File: config.mk
export PLATFORM = sky130hd
export DESIGN_NAME = serial_adder_flat
export DESIGN_NICKNAME = d
export VERILOG_FILES = /design/src/rtl/serial_adder_if.sv /design/src/rtl/serial_adder.sv /design/src/flat_wrapper.sv
export SDC_FILE = /design/constraint.sdc
export NUM_CORES = 1
export LEC_CHECK = 0
export BUFFER_PORTS_ARGS = -buffer_cell sky130_fd_sc_hd__buf_4
export CAP_MARGIN = 0
export CORE_ASPECT_RATIO = 0.9
export CORE_UTILIZATION = 46
export CTS_CLUSTER_SIZE = 12
export DETAILED_ROUTE_END_ITERATION = 10
export GPL_ROUTABILITY_DRIVEN = 0
export PLACE_DENSITY = 0.73
export SLEW_MARGIN = 25
export SYNTH_ARGS = -nofsm -noshare
export SYNTH_HDL_FRONTEND = slang
export SYNTH_SLANG_ARGS = --single-unit
File: constraint.sdc
create_clock -name clk -period 1.1 [get_ports clk]
set_input_delay 0 -clock clk [delete_from_list [all_inputs] [get_ports clk]]
set_output_delay 0 -clock clk [all_outputs]
set_load 0.05 [all_outputs]
File: src/rtl/serial_adder_if.sv
// serial_adder handshake/data bundle.
// ovf exists only when SERIAL_ADDER_OVF_EN is defined.
interface serial_adder_if #(
   parameter int WIDTH = 8
);
   logic             start;
   logic [WIDTH-1:0] a;
   logic [WIDTH-1:0] b;
   logic             ci;
   logic             busy;
   logic             done;
   logic [WIDTH-1:0] sum;
   logic             co;
`ifdef SERIAL_ADDER_OVF_EN
   logic             ovf;

   modport master (
      output start, a, b, ci,
      input  busy, done, sum, co, ovf
   );
   modport slave (
      input  start, a, b, ci,
      output busy, done, sum, co, ovf
   );
`else
   modport master (
      output start, a, b, ci,
      input  busy, done, sum, co
   );
   modport slave (
      input  start, a, b, ci,
      output busy, done, sum, co
   );
`endif
endinterface

File: src/rtl/serial_adder.sv
// Bit-serial WIDTH-bit adder: one full-adder cell plus carry FF, LSB first.
// Optional signed-overflow flag under SERIAL_ADDER_OVF_EN.
module serial_adder #(
   parameter int WIDTH = 8
) (
   input logic           clk,
   input logic           rst,
   serial_adder_if.slave bus
);
   localparam int CW = $clog2(WIDTH);

   typedef enum logic [1:0] {
      IDLE,
      SHIFT,
      DONE
   } state_t;

   state_t           state;
   state_t           state_nxt;
   logic [WIDTH-1:0] a_sr;
   logic [WIDTH-1:0] b_sr;
   logic [WIDTH-1:0] sum_r;
   logic             carry;
   logic [CW-1:0]    cnt;
   logic             fa_s;
   logic             fa_c;
   logic             last;

   assign fa_s = a_sr[0] ^ b_sr[0] ^ carry;
   assign fa_c = (a_sr[0] & b_sr[0]) |
                 (a_sr[0] & carry) |
                 (b_sr[0] & carry);
   assign last = (cnt == CW'(WIDTH - 1));

   always_ff @(posedge clk) begin
      if (rst) state <= IDLE;
      else     state <= state_nxt;
   end

   always_comb begin
      state_nxt = state;
      unique case (state)
         IDLE:    if (bus.start) state_nxt = SHIFT;
         SHIFT:   if (last)      state_nxt = DONE;
         DONE:                   state_nxt = IDLE;
         default:                state_nxt = IDLE;
      endcase
   end

   always_comb begin
      bus.busy = 1'b0;
      bus.done = 1'b0;
      unique case (1'b1)
         (state == SHIFT): bus.busy = 1'b1;
         (state == DONE):  bus.done = 1'b1;
         default:          ;
      endcase
   end

   // carry doubles as co: it is frozen outside SHIFT, reloaded from ci at load
   always_ff @(posedge clk) begin
      if (rst) begin
         a_sr  <= '0;
         b_sr  <= '0;
         sum_r <= '0;
         carry <= 1'b0;
         cnt   <= '0;
      end else begin
         case (state)
            IDLE: if (bus.start) begin
               a_sr  <= bus.a;
               b_sr  <= bus.b;
               carry <= bus.ci;
               cnt   <= '0;
            end
            SHIFT: begin
               a_sr  <= a_sr >> 1;
               b_sr  <= b_sr >> 1;
               sum_r <= {fa_s, sum_r[WIDTH-1:1]};
               carry <= fa_c;
               cnt   <= cnt + 1'b1;
            end
            default: ;
         endcase
      end
   end

   assign bus.sum = sum_r;
   assign bus.co  = carry;

`ifdef SERIAL_ADDER_OVF_EN
   logic a_msb;
   logic b_msb;
   logic ovf_r;

   // operand MSBs are shifted away, so keep copies for the final compare
   always_ff @(posedge clk) begin
      if (rst) begin
         a_msb <= 1'b0;
         b_msb <= 1'b0;
         ovf_r <= 1'b0;
      end else if (state == IDLE && bus.start) begin
         a_msb <= bus.a[WIDTH-1];
         b_msb <= bus.b[WIDTH-1];
      end else if (state == SHIFT && last) begin
         ovf_r <= (a_msb == b_msb) && (fa_s != a_msb);
      end
   end

   assign bus.ovf = ovf_r;
`endif
endmodule

File: src/flat_wrapper.sv
// flat-port wrapper written by rule: the top's interface ports become plain ports
module serial_adder_flat 
#(
   parameter int WIDTH = 8
)
  (clk, rst, bus_start, bus_a, bus_b, bus_ci, bus_busy, bus_done, bus_sum, bus_co);
  serial_adder_if #(.WIDTH(WIDTH)) bus_i ();
  input logic clk;
  input logic rst;
  input wire logic [$bits(bus_i.start)-1:0] bus_start;
  input wire logic [$bits(bus_i.a)-1:0] bus_a;
  input wire logic [$bits(bus_i.b)-1:0] bus_b;
  input wire logic [$bits(bus_i.ci)-1:0] bus_ci;
  output wire logic [$bits(bus_i.busy)-1:0] bus_busy;
  output wire logic [$bits(bus_i.done)-1:0] bus_done;
  output wire logic [$bits(bus_i.sum)-1:0] bus_sum;
  output wire logic [$bits(bus_i.co)-1:0] bus_co;
  assign bus_i.start = bus_start;
  assign bus_i.a = bus_a;
  assign bus_i.b = bus_b;
  assign bus_i.ci = bus_ci;
  assign bus_busy = bus_i.busy;
  assign bus_done = bus_i.done;
  assign bus_sum = bus_i.sum;
  assign bus_co = bus_i.co;
  serial_adder #(.WIDTH(WIDTH)) u_core (.clk(clk), .rst(rst), .bus(bus_i));
endmodule
Yosys cells after proc, flatten, opt, wreduce, memory -nomap -nowiden --
Cells that the tools add are included. W data, S select, Z words.
Storage, ports and cells: register bits 30, latch bits 0, RAM bits 0, ROM bits 0, output and inout port bits 11, logic and storage cells 36, memories kept 0
Cells by class: add/sub/neg operators 1, $mul 0, divide/modulo/power cells 0, magnitude comparators 0, eq/ne operators 5, shifts and indexed selects 0, muxes and demuxes 13, bitwise logic cells 7, reduce and logical (&&, ||, !) cells 4
Operators by type and width (count):
- $pmux W8 S2 | 2
- $mux W8 | 2
- $pmux W3 S2 | 1
- $mux W2 | 2
- $pmux W2 S2 | 1
- $reduce_and A2 Y1 | 2
- $add A3 B1 Y3 const B | 1
- $and A1 B1 Y1 | 3
- $eq A3 B3 Y1 const B | 1
- $mux W1 | 3
- $mux W3 | 1
- $eq A2 B1 Y1 const B | 1
- $eq A2 B2 Y1 const B | 1
- $logic_not A2 Y1 | 1
- $ne A2 B1 Y1 const B | 1
- $ne A2 B2 Y1 const B | 1
- $or A1 B1 Y1 | 2
- $pmux W1 S2 | 1
- $reduce_bool A2 Y1 | 1
- $xor A1 B1 Y1 | 2

Logic depth before layout (Yosys ltp) --
depth after elaboration 4, mapped depth 6, mapped depth without buffers 4

Worst setup path after synthesis --
No wires, ideal clock.
path kind register to register, start point reg u_core.carry (netlist: u_core.bus.co), end point reg u_core.sum_r[7] (netlist: u_core.bus.sum[7]), setup time 124 ps, data arrival time 1242 ps, data required time 976 ps, path slack -266 ps, cell stages (with the launch flop) 4, clock period less this slack 1366 ps, cell sequence dfxtp_1 -> fa_1 -> nand2_1 -> a21oi_1
Between the ends: longest elaborated chain between the ends 1
RTL lines:
- start: declaration | RTL line serial_adder.sv:23 | logic carry;
- start signal: assignment | RTL line serial_adder.sv:73 | carry <= bus.ci;
- $xor A1 B1 Y1 | RTL line serial_adder.sv:29 | assign fa_s = a_sr[0] ^ b_sr[0] ^ carry;
- named net u_core.fa_s | RTL line serial_adder.sv:25 | logic fa_s;
- end signal: assignment | RTL line serial_adder.sv:79 | sum_r <= {fa_s, sum_r[WIDTH-1:1]};
- end: declaration | RTL line serial_adder.sv:22 | logic [WIDTH-1:0] sum_r;
The timed path passes the listed nets, and every way through them passes these cells. A chain may end at the register's enable or synchronous reset.

Final worst setup path --
start point reg u_core.state[0], end point out bus_busy
Between the ends: longest elaborated chain between the ends 2
RTL lines:
- start: declaration | RTL line serial_adder.sv:18 | state_t state;
- start signal: assignment | RTL line serial_adder.sv:37 | else state <= state_nxt;
- $eq A2 B1 Y1 | RTL line serial_adder.sv:54 | (state == SHIFT): bus.busy = 1'b1;
- $mux W1 | RTL line serial_adder.sv:53 | unique case (1'b1)
- end: declaration | RTL line flat_wrapper.sv:14 | output wire logic [$bits(bus_i.busy)-1:0] bus_busy;
No other way between the ends.

==> impl_metrics.ini <==
[yosys]
seq_area_frac_synth = 0.4724
yosys_warnings = 0
ys.flop_type = dfxtp_1
syn_avg_cell_area_um2 = 9.704
synthesis.nets = 154
syn_area_mm2 = 0.001271
synth_seq_cells = 30
synth_edf_count = 0
ys_types = 23
synthesis.instances = 131
async_flop_share = 0

[global_route]
antenna_found_initial = 0
grt_max_degree = 31
grt_pass1_wl_mm = 4.864
grt_pass1_vias = 1076
track_usage = 0.2251
grt.overflow.total = 0

[worst_setup_path]
cp_slowest_cell = dfxtp_2
cp_num_buf_inv = 3
end_kind = output pin
startpoint_type = register
r2r_cells = 6
cp_top_family = flip-flops
timing_worst_setup_path_type = reg -> out
crit_chain = buf_6 > nand2b_4 > inv_12 > buf_12
slowest_delay_ns = 0.37
required_ns = 1.10
cp.arrival_ns = 1.16
path_max_fanout = 5
crit_cells = 4

[power]
power_uw = 2403
sequentialPowerShare = 0.498
p_int_uw = 1725
power.leakage_uw = 0.0007954
p_sw_uw = 678.0
clockPowerShare = 0.291
p_per_area_mw_per_mm2 = 1232
peakVddDrop_mv = 0.7329
sw_frac_of_total = 0.2821
combPwrFrac = 0.211

[cts]
cts_inserted_buffers = 5
tritoncts = done
clk_pin_slew_ns = 0.09
cts_buffer_depth = 2
insertion_delay_ns = 0.34
clock_sinks = 30
clock-root-buffer = clkbuf_4
cts-htree-levels = 2

[route]
firstDrtPassIters = 7
wl_per_cell_um = 13.21
drtIter0Drc = 42
ant_nets = 0
drc_errors = 1
num_vias = 1157
routed_via_density = 5.235
drt_wl_total_mm = 2.919

[worst_hold_path]
hp-class = in -> reg
holdPathStages = 2

[die]
design.die.area_mm2 = 0.002978
num_rows = 17
initial_utilization = 0.5022
dieHeight_um = 51.87
io_pins = 31
fp.dieW_um = 57.41
core-area_mm2 = 0.002531

[sta]
period_share = 1.053
whs_ns = 0.05955
fin_skew_ns = 0.006352
grt_setup_unrepaired = yes
final-hold-violation-count = 0
setup_ws_ns = -0.05812
period_minus_slack_ns = 1.158
slew_viol_final = 0
setup_tns_ns = -0.4365
timing.slew.headroom = 0.7393
worst_pin_slew_ns = 0.3911
setup_viol = 13
fmax_ghz = 0.8635

[placed_design]
dp.final_hpwl_mm = 1.725
pre_cts_slack_ns = -0.03273
io_buffers = 30

[cells_and_area]
final_cell_mix = buf_4 (38), dfxtp_1 (25), nand2_1 (17), dlygate4sd3_1 (17)
multi_input_area_um2 = 611.8
fillers = 177
antenna_cells = 0
drive_gt1_frac = 0.5026
area_growth_pct = 53.44
nNetsFinal = 215
register_area_um2 = 611.8
final_common_cell = buf_4

[run_status]
status = finished, violations left
violations = design-rule violations, negative setup slack

[job]
maxCapViolCount = 0
cells by family (layout without fill, tap and decap cells):
kind of cell    Yosys count  count (layout)  synth area share
fa+ha+maj                 3               3           0.03543
flops                    30              30            0.4724
simple gates             29              29           0.09745
compound gates           45              45            0.2923
buf+inv                  24              86            0.1024
per-stage QoR:
stage | utilization | std cells | instance area, um2
finish | 0.7706 | 221 | 1951
global route | 0.7706 | 221 | 1951
CTS | 0.7642 | 221 | 1934
detailed placement | 0.6218 | 190 | 1574
global placement | 0.6218 | 190 | 1574
floorplan | - | 131 | 1324
registers in the layout, indices dropped and copies added, names as in the netlist:
signal	cells
u_core.a_sr	8
u_core.b_sr	8
u_core.bus.sum	8
u_core.cnt	3
u_core.state	2
u_core.bus.co	1
power by group through the flow:
stage	clock (uW)	combinational (uW)	sequential, uW
after detailed placement	0	388	1220
after global placement	0	377	1220
after CTS	720	502	1190
final	700	506	1200
after global routing	771	552	1210
after floorplan	0	245	1240
path summary, 6_finish.rpt:
| check | start | endpoint | slack, ns |
|---|---|---|---|
| setup / recovery | u_core.state[0] | bus_busy | -0.06 |
| hold / removal | rst | u_core.cnt[2] | 0.06 |
| setup reg to reg | u_core.state[0] | u_core.a_sr[5] | -0.05 |
| hold reg to reg | u_core.bus.sum[0] | u_core.bus.sum[0] | 0.47 |
layer usage:
metal,vias to the layer above,track usage,part of all wire
li1,582,-,-
met5,-,0,0
met4,0,0.1220,0.024
met1,544,0.2640,0.46
met2,23,0.3760,0.48
met3,8,0.05970,0.036
final cells by class:
cell class	instances	area share
flip-flops and latches	30	0.3137
multi-input cells	77	0.3137
repair buffers	60	0.2758
inverters	16	0.03720
clock buffers	6	0.02630
well taps	28	0.01796
repair inverters	2	0.008980
clock inverters	2	0.006414
synthesized netlist by cell type (2+ instances only):
master | instances | area (um2)
a21oi_1 | 15 | 75.07
a21oi_2 | 8 | 70.07
a22oi_1 | 4 | 30.03
buf_2 | 3 | 15.01
buf_4 | 2 | 15.01
dfxtp_1 | 30 | 600.6
ha_1 | 2 | 25.02
inv_1 | 15 | 56.30
nand2_1 | 17 | 63.81
nor2_1 | 7 | 26.28
nor3b_1 | 2 | 15.01
o221a_2 | 15 | 168.9
repair_timing:
item	in CTS	in global routing
resized for setup	16	3
endpoints found under the hold margin	17	0
endpoints found under the setup margin	7	31
pin swaps	10	0
setup buffers	4	0
gates cloned	2	0
hold buffers	17	0
Power figures use the tool's default switching activity.
